===== config.mk =====
export PLATFORM = sky130hd
export DESIGN_NAME = rbcp_reg_bank_flat
export DESIGN_NICKNAME = d
export VERILOG_FILES = /design/src/rtl/rbcp_pkg.sv /design/src/rtl/rbcp_reg_bank_if.sv /design/src/rtl/rbcp_addr_decode.sv /design/src/rtl/rbcp_reg_bank.sv /design/src/flat_wrapper.sv
export SDC_FILE = /design/constraint.sdc
export NUM_CORES = 1
export LEC_CHECK = 0
export BUFFER_PORTS_ARGS = -buffer_cell sky130_fd_sc_hd__buf_2
export CORE_MARGIN = 2
export CORE_UTILIZATION = 50
export DETAILED_ROUTE_END_ITERATION = 8
export GPL_ROUTABILITY_DRIVEN = 0
export PLACE_DENSITY = 0.8
export SYNTH_ARGS = -nofsm -noshare
export SYNTH_HDL_FRONTEND = slang
export SYNTH_SLANG_ARGS = --single-unit

===== constraint.sdc =====
create_clock -name CLK -period 3.3 [get_ports CLK]
set_clock_uncertainty 0.1 [all_clocks]
set_input_delay 0.33 -clock CLK [delete_from_list [all_inputs] [get_ports CLK]]
set_output_delay 0.33 -clock CLK [all_outputs]
set_load 0.01 [all_outputs]

===== src/rtl/rbcp_pkg.sv =====
// rbcp_pkg: shared offset map and FSM encoding for RBCP register slaves
package rbcp_pkg;
  localparam logic [5:0] OFS_CTRL = 6'h00;
  localparam logic [5:0] OFS_STAT = 6'h10;
  localparam logic [5:0] OFS_CMD  = 6'h20;
  localparam logic [5:0] OFS_ERR  = 6'h22;
  localparam logic [5:0] OFS_VER  = 6'h30;
  typedef enum logic {IDLE, RESP} state_t;
endpackage


===== src/rtl/rbcp_reg_bank_if.sv =====
// rbcp_reg_bank_if: SiTCP RBCP local bus between the core (master) and a register slave
interface rbcp_reg_bank_if;
  logic        RBCP_ACT;
  logic [31:0] RBCP_ADDR;
  logic        RBCP_WE;
  logic [7:0]  RBCP_WD;
  logic        RBCP_RE;
  logic        RBCP_ACK;
  logic [7:0]  RBCP_RD;
  modport master (output RBCP_ACT, RBCP_ADDR, RBCP_WE, RBCP_WD, RBCP_RE, input RBCP_ACK, RBCP_RD);
  modport slave (input RBCP_ACT, RBCP_ADDR, RBCP_WE, RBCP_WD, RBCP_RE, output RBCP_ACK, RBCP_RD);
endinterface


===== src/rtl/rbcp_addr_decode.sv =====
// rbcp_addr_decode: classifies an RBCP byte address into the register bank's regions
module rbcp_addr_decode
  import rbcp_pkg::*;
#(
  parameter logic [31:0] BASE_ADDR = 32'h0000_0000,
  parameter int NUM_CTRL = 8,
  parameter int NUM_STAT = 4
) (
  input  logic [31:0] addr,
  output logic        is_ctrl,
  output logic        is_stat,
  output logic        is_cmd,
  output logic        is_err,
  output logic        is_ver,
  output logic [3:0]  index
);
  logic       hit;
  logic [5:0] ofs;
  assign hit     = addr[31:6] == BASE_ADDR[31:6];
  assign ofs     = addr[5:0];
  assign index   = ofs[3:0];
  // Only the low NUM_* slots of each 16-byte window exist; the rest decode as unmapped
  assign is_ctrl = hit && ofs[5:4] == OFS_CTRL[5:4] && {1'b0, ofs[3:0]} < 5'(NUM_CTRL);
  assign is_stat = hit && ofs[5:4] == OFS_STAT[5:4] && {1'b0, ofs[3:0]} < 5'(NUM_STAT);
  assign is_cmd  = hit && ofs == OFS_CMD;
  assign is_err  = hit && ofs == OFS_ERR;
  assign is_ver  = hit && ofs == OFS_VER;
endmodule


===== src/rtl/rbcp_reg_bank.sv =====
// rbcp_reg_bank: RBCP register slave with control, status, command-pulse and error-count registers
module rbcp_reg_bank
  import rbcp_pkg::*;
#(
  parameter logic [31:0] BASE_ADDR = 32'h0000_0000,
  parameter int NUM_CTRL = 8,
  parameter int NUM_STAT = 4,
  parameter logic [8*NUM_CTRL-1:0] CTRL_INIT = '0,
  parameter logic [7:0] VERSION = 8'h01
) (
  input  logic                  CLK,
  input  logic                  RST,
  rbcp_reg_bank_if.slave        bus,
  output logic [8*NUM_CTRL-1:0] CTRL_OUT,
  input  logic [8*NUM_STAT-1:0] STAT_IN,
  output logic [7:0]            CMD_PULSE
);
  state_t     state, state_n;
  logic       is_ctrl, is_stat, is_cmd, is_err, is_ver;
  logic [3:0] idx;
  logic       strobe, mapped, acc, wr;
  logic [7:0] rdata, rd_q, err_cnt;
  logic [7:0] ctrl_rd [16];
  logic [7:0] stat_rd [16];
  rbcp_addr_decode #(.BASE_ADDR(BASE_ADDR), .NUM_CTRL(NUM_CTRL), .NUM_STAT(NUM_STAT)) u_dec (
    .addr(bus.RBCP_ADDR), .is_ctrl(is_ctrl), .is_stat(is_stat), .is_cmd(is_cmd),
    .is_err(is_err), .is_ver(is_ver), .index(idx)
  );
  assign strobe = bus.RBCP_ACT && (bus.RBCP_WE || bus.RBCP_RE) && state == IDLE;
  assign mapped = is_ctrl || is_stat || is_cmd || is_err || is_ver;
  assign acc    = strobe && mapped;
  assign wr     = acc && bus.RBCP_WE;
  genvar i;
  for (i = 0; i < 16; i++) begin : g_reg
    if (i < NUM_CTRL) begin : g_ctrl
      logic [7:0] r;
      always_ff @(posedge CLK or posedge RST)
        if (RST) r <= CTRL_INIT[8*i +: 8];
        else if (wr && is_ctrl && idx == 4'(i)) r <= bus.RBCP_WD;
      assign ctrl_rd[i]        = r;
      assign CTRL_OUT[8*i +: 8] = r;
    end else begin : g_ctrl_none
      assign ctrl_rd[i] = 8'h00;
    end
    if (i < NUM_STAT) begin : g_stat
      assign stat_rd[i] = STAT_IN[8*i +: 8];
    end else begin : g_stat_none
      assign stat_rd[i] = 8'h00;
    end
  end
  always_comb rdata = is_ctrl ? ctrl_rd[idx] : is_stat ? stat_rd[idx] : is_err ? err_cnt :
                      is_ver ? VERSION : 8'h00;
  always_comb state_n = (state == IDLE && acc) ? RESP : IDLE;
  always_ff @(posedge CLK or posedge RST)
    if (RST) state <= IDLE;
    else state <= state_n;
  // Read data is captured at the strobe edge and self-clears, so RD is nonzero only while ACK is high
  always_ff @(posedge CLK or posedge RST)
    if (RST) begin
      rd_q      <= 8'h00;
      CMD_PULSE <= 8'h00;
      err_cnt   <= 8'h00;
    end else begin
      rd_q      <= (acc && !bus.RBCP_WE) ? rdata : 8'h00;
      CMD_PULSE <= (wr && is_cmd) ? bus.RBCP_WD : 8'h00;
      if (strobe && !mapped && err_cnt != 8'hFF) err_cnt <= err_cnt + 8'h01;
    end
  assign bus.RBCP_ACK = state == RESP;
  assign bus.RBCP_RD  = rd_q;
endmodule


===== src/flat_wrapper.sv =====
// flat-port wrapper written by rule: the top's interface ports become plain ports
module rbcp_reg_bank_flat import rbcp_pkg::*;
#(
  parameter logic [31:0] BASE_ADDR = 32'h0000_0000,
  parameter int NUM_CTRL = 8,
  parameter int NUM_STAT = 4,
  parameter logic [8*NUM_CTRL-1:0] CTRL_INIT = '0,
  parameter logic [7:0] VERSION = 8'h01
)
  (CLK, RST, CTRL_OUT, STAT_IN, CMD_PULSE, bus_RBCP_ACT, bus_RBCP_ADDR, bus_RBCP_WE, bus_RBCP_WD, bus_RBCP_RE, bus_RBCP_ACK, bus_RBCP_RD);
  rbcp_reg_bank_if bus_i ();
  input  logic CLK;
  input  logic RST;
  output logic [8*NUM_CTRL-1:0] CTRL_OUT;
  input  logic [8*NUM_STAT-1:0] STAT_IN;
  output logic [7:0] CMD_PULSE;
  input wire logic [$bits(bus_i.RBCP_ACT)-1:0] bus_RBCP_ACT;
  input wire logic [$bits(bus_i.RBCP_ADDR)-1:0] bus_RBCP_ADDR;
  input wire logic [$bits(bus_i.RBCP_WE)-1:0] bus_RBCP_WE;
  input wire logic [$bits(bus_i.RBCP_WD)-1:0] bus_RBCP_WD;
  input wire logic [$bits(bus_i.RBCP_RE)-1:0] bus_RBCP_RE;
  output wire logic [$bits(bus_i.RBCP_ACK)-1:0] bus_RBCP_ACK;
  output wire logic [$bits(bus_i.RBCP_RD)-1:0] bus_RBCP_RD;
  assign bus_i.RBCP_ACT = bus_RBCP_ACT;
  assign bus_i.RBCP_ADDR = bus_RBCP_ADDR;
  assign bus_i.RBCP_WE = bus_RBCP_WE;
  assign bus_i.RBCP_WD = bus_RBCP_WD;
  assign bus_i.RBCP_RE = bus_RBCP_RE;
  assign bus_RBCP_ACK = bus_i.RBCP_ACK;
  assign bus_RBCP_RD = bus_i.RBCP_RD;
  rbcp_reg_bank #(.BASE_ADDR(BASE_ADDR), .NUM_CTRL(NUM_CTRL), .NUM_STAT(NUM_STAT), .CTRL_INIT(CTRL_INIT), .VERSION(VERSION)) u_core (.CLK(CLK), .RST(RST), .bus(bus_i), .CTRL_OUT(CTRL_OUT), .STAT_IN(STAT_IN), .CMD_PULSE(CMD_PULSE));
endmodule

Word level (Yosys, flattened, before mapping). Cells that the tools add are included.

Magnitude comparators: 3. Multiplexer cells: 13. Add/sub/neg operators: 1. Bitwise logic cells: 2. Eq/ne operators: 12. Reductions and logical operators: 35.

Operators by type and width (count): two-way mux 8 bit (9); binary-select mux 8 bit (select 4 bit) (2); logical NOT 26 bit (1); logical AND 1 bit (25); == test 6 bit (second input constant) (3); == test 4 x 3 -> 1 bit (second input constant) (4); adder 8 x 1 -> 8 bit (second input constant) (1); == test 4 x 2 -> 1 bit (second input constant) (2); != test 8 bit (second input constant) (1); greater-or-equal comparator 5 bit (second input constant) (1); logical OR 1 bit (5); inverter 4 -> 5 bit (1); == test 4 x 1 -> 1 bit (second input constant) (1); logical NOT 4 bit (1); < comparator 4 x 3 -> 1 bit (second input constant) (1); < comparator 4 bit (second input constant) (1); == test 2 x 1 -> 1 bit (second input constant) (1); logical NOT 1 bit (2); logical NOT 2 bit (1); two-way mux 1 bit (2); inverter 1 bit (1).

Output and inout port bits: 81. Bits of input ports: 77. Register bits after elaboration: 89. Logic and storage cells: 78.

Longest topological paths before layout.
Word-level depth: 11. Gate-level depth with buffers: 8. Gate-level depth less buffers: 6.

Cells and area by module. A second synthesis with hierarchy kept.

Cells, all modules: 328. Area total of the unflattened synthesis: 4513.1 µm².

By module, submodules not included: rbcp_reg_bank (area an instance 4331.7 µm², instances 1, cells each 305, seq. area each 2227.1 µm²); rbcp_addr_decode (area an instance 181.4 µm², instances 1, cells each 23, seq. area each 0.0 µm²).

Worst setup path before layout. OpenSTA, ideal clock, no wires.

Path type: input to register. From: in bus_RBCP_ADDR[0]. To: reg u_core.rd_q[6], in the netlist u_core.bus.RBCP_RD[6]. Setup slack: 1.150 ns. Path buffers: 2. Setup time: 0.126 ns. Data required time: 3.074 ns. Data arrival time: 1.924 ns. Cell stages on the path: 5. Cell sequence: clkbuf_1 -> buf_1 -> mux4_2 -> a221oi_1 -> nor2_1.

Word-level cells in the longest chain between the ends: 9. Elaborated cells between the ends (all ways): 27. Classes of those cells: 2 x order compare; 3 x eq/ne; 10 x mux; 1 x bitwise; 11 x reduce/logical.

Ends and longest elaborated chain: from (decl) (RTL line flat_wrapper.sv:18) `input wire logic [$bits(bus_i.RBCP_ADDR)-1:0] bus_RBCP_ADDR;`; parallel branches: the longest is 8 deep, another holds binary-select mux 8 bit (select 4 bit); two-way mux 8 bit * (RTL line rbcp_reg_bank.sv:64) `rd_q <= (acc && !bus.RBCP_WE) ? rdata : 8'h00;`; to (signal assigned) (RTL line rbcp_reg_bank.sv:64); to (decl) (RTL line rbcp_reg_bank.sv:22) `logic [7:0] rdata, rd_q, err_cnt;`.

Mark *: on every way between the ends. The select of a mux whose other input is x is not followed. A chain may end at the register's enable or synchronous reset.

Final worst setup path.
From: in bus_RBCP_ADDR[3]. To: reg u_core.g_reg[7].g_ctrl.r[4].

Word-level cells in the longest chain between the ends: 10. Elaborated cells between the ends (all ways): 19. Classes of those cells: 2 x order compare; 4 x eq/ne; 13 x reduce/logical.

Ends and longest elaborated chain: < comparator 4 bit or < comparator 4 x 3 -> 1 bit (tied branches) (RTL line rbcp_addr_decode.sv:23, rbcp_addr_decode.sv:24); logical AND 1 bit, on equally long branches (RTL line rbcp_addr_decode.sv:23, rbcp_addr_decode.sv:24); logical OR 1 bit (4 in series) (RTL line rbcp_reg_bank.sv:30) `assign mapped = is_ctrl || is_stat || is_cmd || is_err || is_ver;`; logical AND 1 bit (RTL line rbcp_reg_bank.sv:31) `assign acc = strobe && mapped;`; logical AND 1 bit (RTL line rbcp_reg_bank.sv:32) `assign wr = acc && bus.RBCP_WE;`; logical AND 1 bit (RTL line rbcp_reg_bank.sv:39) `else if (wr && is_ctrl && idx == 4'(i)) r <= bus.RBCP_WD;`; logical AND 1 bit * (RTL line rbcp_reg_bank.sv:39); to (signal assigned) (RTL line rbcp_reg_bank.sv:38) `if (RST) r <= CTRL_INIT[8*i +: 8];`; to (signal assigned) (RTL line rbcp_reg_bank.sv:39); to (decl) (RTL line rbcp_reg_bank.sv:36) `logic [7:0] r;`.

Every way passes the cells marked *; elsewhere a longest branch is shown, timed or not.

==> results.rst <==
.. list-table::
   :header-rows: 1

   * - Metric
     - Value
   * - Status
     - finished clean
   * - Max Cap Violations
     - 0
   * - Fraction of synthesis flops using an asynchronous set or reset pin
     - 100%
   * - Detail Placement HPWL
     - 8.38 mm
   * - Maximum number of pins on one net before global-route repair
     - 46
   * - Total number of H-tree levels
     - 3
   * - Worst Path Max Fanout
     - 8
   * - Total number of placement rows
     - 34
   * - Largest cells by area after synthesis
     - dfrtp_1 (51%), mux2_2 (15%), mux4_2 (12%), nor2_1 (2.1%), nand4_2 (1.7%)
   * - Startpoint of the worst-slack reg-to-reg timing path
     - u_core.bus.RBCP_ACK
   * - Routed length on met1
     - 4.68 mm
   * - Syn_area_per_cell
     - 14.3 um^2
   * - Number of setup violations in the final report
     - 0
   * - DIE HEIGHT
     - 97.4 um
   * - Sum of met3 wire segment lengths after detailed routing
     - 996 um
   * - Hold violation total from the final report
     - 0
   * - Top_reg_cell synth
     - dfrtp_1
   * - Number of antenna violations at the first check in global routing
     - 0
   * - # fillers
     - 674
   * - Portion of the post-synthesis area used by sequential elements
     - 51.1%
   * - Min cycle time layout
     - 2.17 ns
   * - Leakage Power
     - 3.04 nW
   * - Leftover overflow at the end of global routing
     - 0
   * - Area Growth Syn to Fin
     - 27.3%
   * - Total iterations of the first detailed-routing run
     - 4
   * - Post-DRT Antenna Nets
     - 0
   * - Kind of start point of the critical path
     - input pin
   * - Worst hold-check path type
     - input pin to flop
   * - Clock buffer count from CTS
     - 9
   * - Overall via count from detail_route
     - 3327
   * - Relative slew slack
     - around 30%
   * - Post-synth top area share
     - 51.1%
   * - Hold slack final
     - 0.187 ns
   * - Worst path required time
     - between 3 and 4 ns
   * - Cell at the root of the clock tree
     - clkbuf_8
   * - Nature of the critical path endpoint
     - flop
   * - Core Footprint
     - 8590 um^2
   * - Insertion delay of the later-clocked pin in the worst-skew pair
     - between 0.3 and 0.4 ns
   * - Topmost layer with routed signal wires
     - met4
   * - # diodes
     - 0
   * - Cell taking the most area after synthesis
     - dfrtp_1
   * - Total number of nets in the final design
     - 548
   * - Register-to-register path setup slack
     - 1.25 ns
   * - Die area
     - 9480 um^2
   * - Ratio of total power to cell area
     - 423 nW/um^2
   * - Final count of pins violating max slew
     - 0
   * - Ratio of routed vias to standard cells
     - about 5.7
   * - Worst slew pin tran
     - 1.03 ns
   * - Synthesized netlist net count
     - 383
   * - Clock tree from TritonCTS
     - yes
   * - Arrival time worst endpoint
     - 2.30 ns
   * - Drt first-iter violations
     - 118
   * - Min-delay src
     - bus_RBCP_WD[6]
   * - Final cell area excluding filler cells
     - 5550 um^2
   * - Final critical-path share of the clock period
     - 65.6%
   * - Synthesized instance count
     - about 310
   * - Buffer levels on the longest clock path
     - 2
   * - Clock transition at the registers of the reported paths
     - approximately 0.09 ns
   * - Layout cell share with drive strength beyond 1
     - 58.5%
   * - Detail-routed net length per standard cell
     - ~20 um
   * - First-pass GRT wire length
     - 18.4 mm
   * - Met2 wire length
     - 5.79 mm
   * - Critical path launch point
     - bus_RBCP_ADDR[3]
   * - Setup TNS Final
     - 0 ns
   * - Die width
     - 97.4 um
   * - Commonest cells after routing, fill and taps aside
     - buf_2 (157), dfrtp_1 (89), mux2_2 (60)
   * - Flops & latches, synth
     - 89
   * - Boundary Pins
     - 158
   * - Vias in the first global route
     - ~3500
   * - F_max
     - 0.462 GHz
   * - Count of flip-flops with a built-in enable after synthesis
     - 0
   * - Yosys Warn Count
     - 0
   * - Count of input and output buffers
     - 157
   * - Netlist area before placement
     - 4360 um^2
   * - Crit Path Category
     - input pin to flop
   * - IR Drop Worst-Case VDD
     - 256 uV
   * - Total GRT Usage
     - 25.3%
   * - Placement Cell Area
     - approximately 5300 um^2
   * - Clk sink count
     - between 80 and 90
   * - Worst setup margin
     - 1.13 ns
   * - Number of buffers added for setup after CTS
     - 0
   * - Count of distinct cell types in the synthesized netlist
     - 44
   * - Unrepaired setup endpoints after global routing
     - false
   * - Post-placement setup slack
     - 0.751 ns
   * - Initial Utilization
     - 50.7%
   * - Final WL
     - 11.7 mm
   * - Most frequent standard cell in the layout excluding fill and tap cells
     - buf_2
   * - DR DRC count
     - 0
## report_power, final
group / internal (mW) / switching, mW
Sequential: 1.13 / 0.0489
Combinational: 0.115 / 0.125
Clock: 0.546 / 0.383
Total: 1.79 / 0.557
## per-stage QoR
step | power (mW) | util [%] | cells
floorplan | 1.34 | - | 305
global placement | 1.43 | 61.5 | 566
detailed placement | 1.44 | 61.5 | 566
CTS | 2.37 | 64.6 | 583
finish | 2.35 | 64.6 | 583
global route | 2.45 | 64.6 | 583
## cell usage after synthesis, types with 2 or more instances
library cell  instances
dfrtp_1              89
mux2_2               60
mux4_2               24
nor2_1               24
and2_1               11
a221oi_1              7
mux2i_1               7
nand2_1               7
nor4_1                7
nand4_2               6
xor2_1                6
buf_1                 5
mux2_1                5
buf_2                 4
nor2b_1               4
nor3_1                4
nand4_1               3
a2bb2oi_1             2
clkbuf_1              2
nand2b_1              2
nand3_1               2
nor3b_1               2
## metal layers
| metal | track usage [%] | vias to the layer above |
|---|---|---|
| met2 | 42.2 | 161 |
| met4 | 9.08 | 0 |
| met5 | 0 | - |
| li1 | - | 1481 |
| met1 | 32.8 | 1671 |
| met3 | 5.61 | 14 |
## layout make-up
cell class / count / area [um^2] / share of cell area [%]
well taps: 108 / 135 / 2.43
clock buffers: 12 / 155 / 2.80
flip-flops and latches: 89 / 2230 / 40.1
multi-input cells: 202 / 2070 / 37.2
inverters: 1 / 5.00 / 0.0902
clock inverters: 4 / 98.8 / 1.78
repair buffers: 167 / 863 / 15.6
## flip-flops by register name, indices dropped and copies added (netlist names)
name / cells
u_core.err_cnt: 8
u_core.bus.RBCP_ACK: 1
u_core.bus.RBCP_RD: 8
u_core.g.g_ctrl.r: 64
u_core.CMD_PULSE: 8
## logic make-up after synthesis
| logic type | share of synthesized area, % |
|---|---|
| AOI/OAI and AO/OA | 3.13 |
| xor gates and xnor gates | 1.21 |
| adders and majority gates | 0.287 |
| buffers and inverters | 1.52 |
| DFF | 51.1 |
| muxes | 30.8 |
| and+or+nand+nor | 12.0 |
## worst paths after layout
| path | to | depth (start not counted) |
|---|---|---|
| worst max register to register | u_core.g_reg[7].g_ctrl.r[4] | 4 |
| worst max-delay path | u_core.g_reg[7].g_ctrl.r[4] | 6 |
| worst min-delay path | u_core.CMD_PULSE[6] | 2 |
| max in group asynchronous | u_core.g_reg[0].g_ctrl.r[4] | 4 |
| min in group asynchronous | u_core.g_reg[7].g_ctrl.r[6] | 3 |
| worst min register to register | u_core.err_cnt[6] | 1 |
## critical path, stage by stage
cell and delay [ns]:
buf_2 0.14, nor4_1 0.24, nand4_1 0.18, a211oi_4 0.51, nand4_2 0.48, mux2_2 0.42
## timing repair
item	4_1_cts	5_1_grt
hold buffers	1	0
resized for setup	0	0
hold endpoints to repair	27	0
endpoints found under the setup margin	0	0
Note: power is estimated with default switching activity, not from simulation.
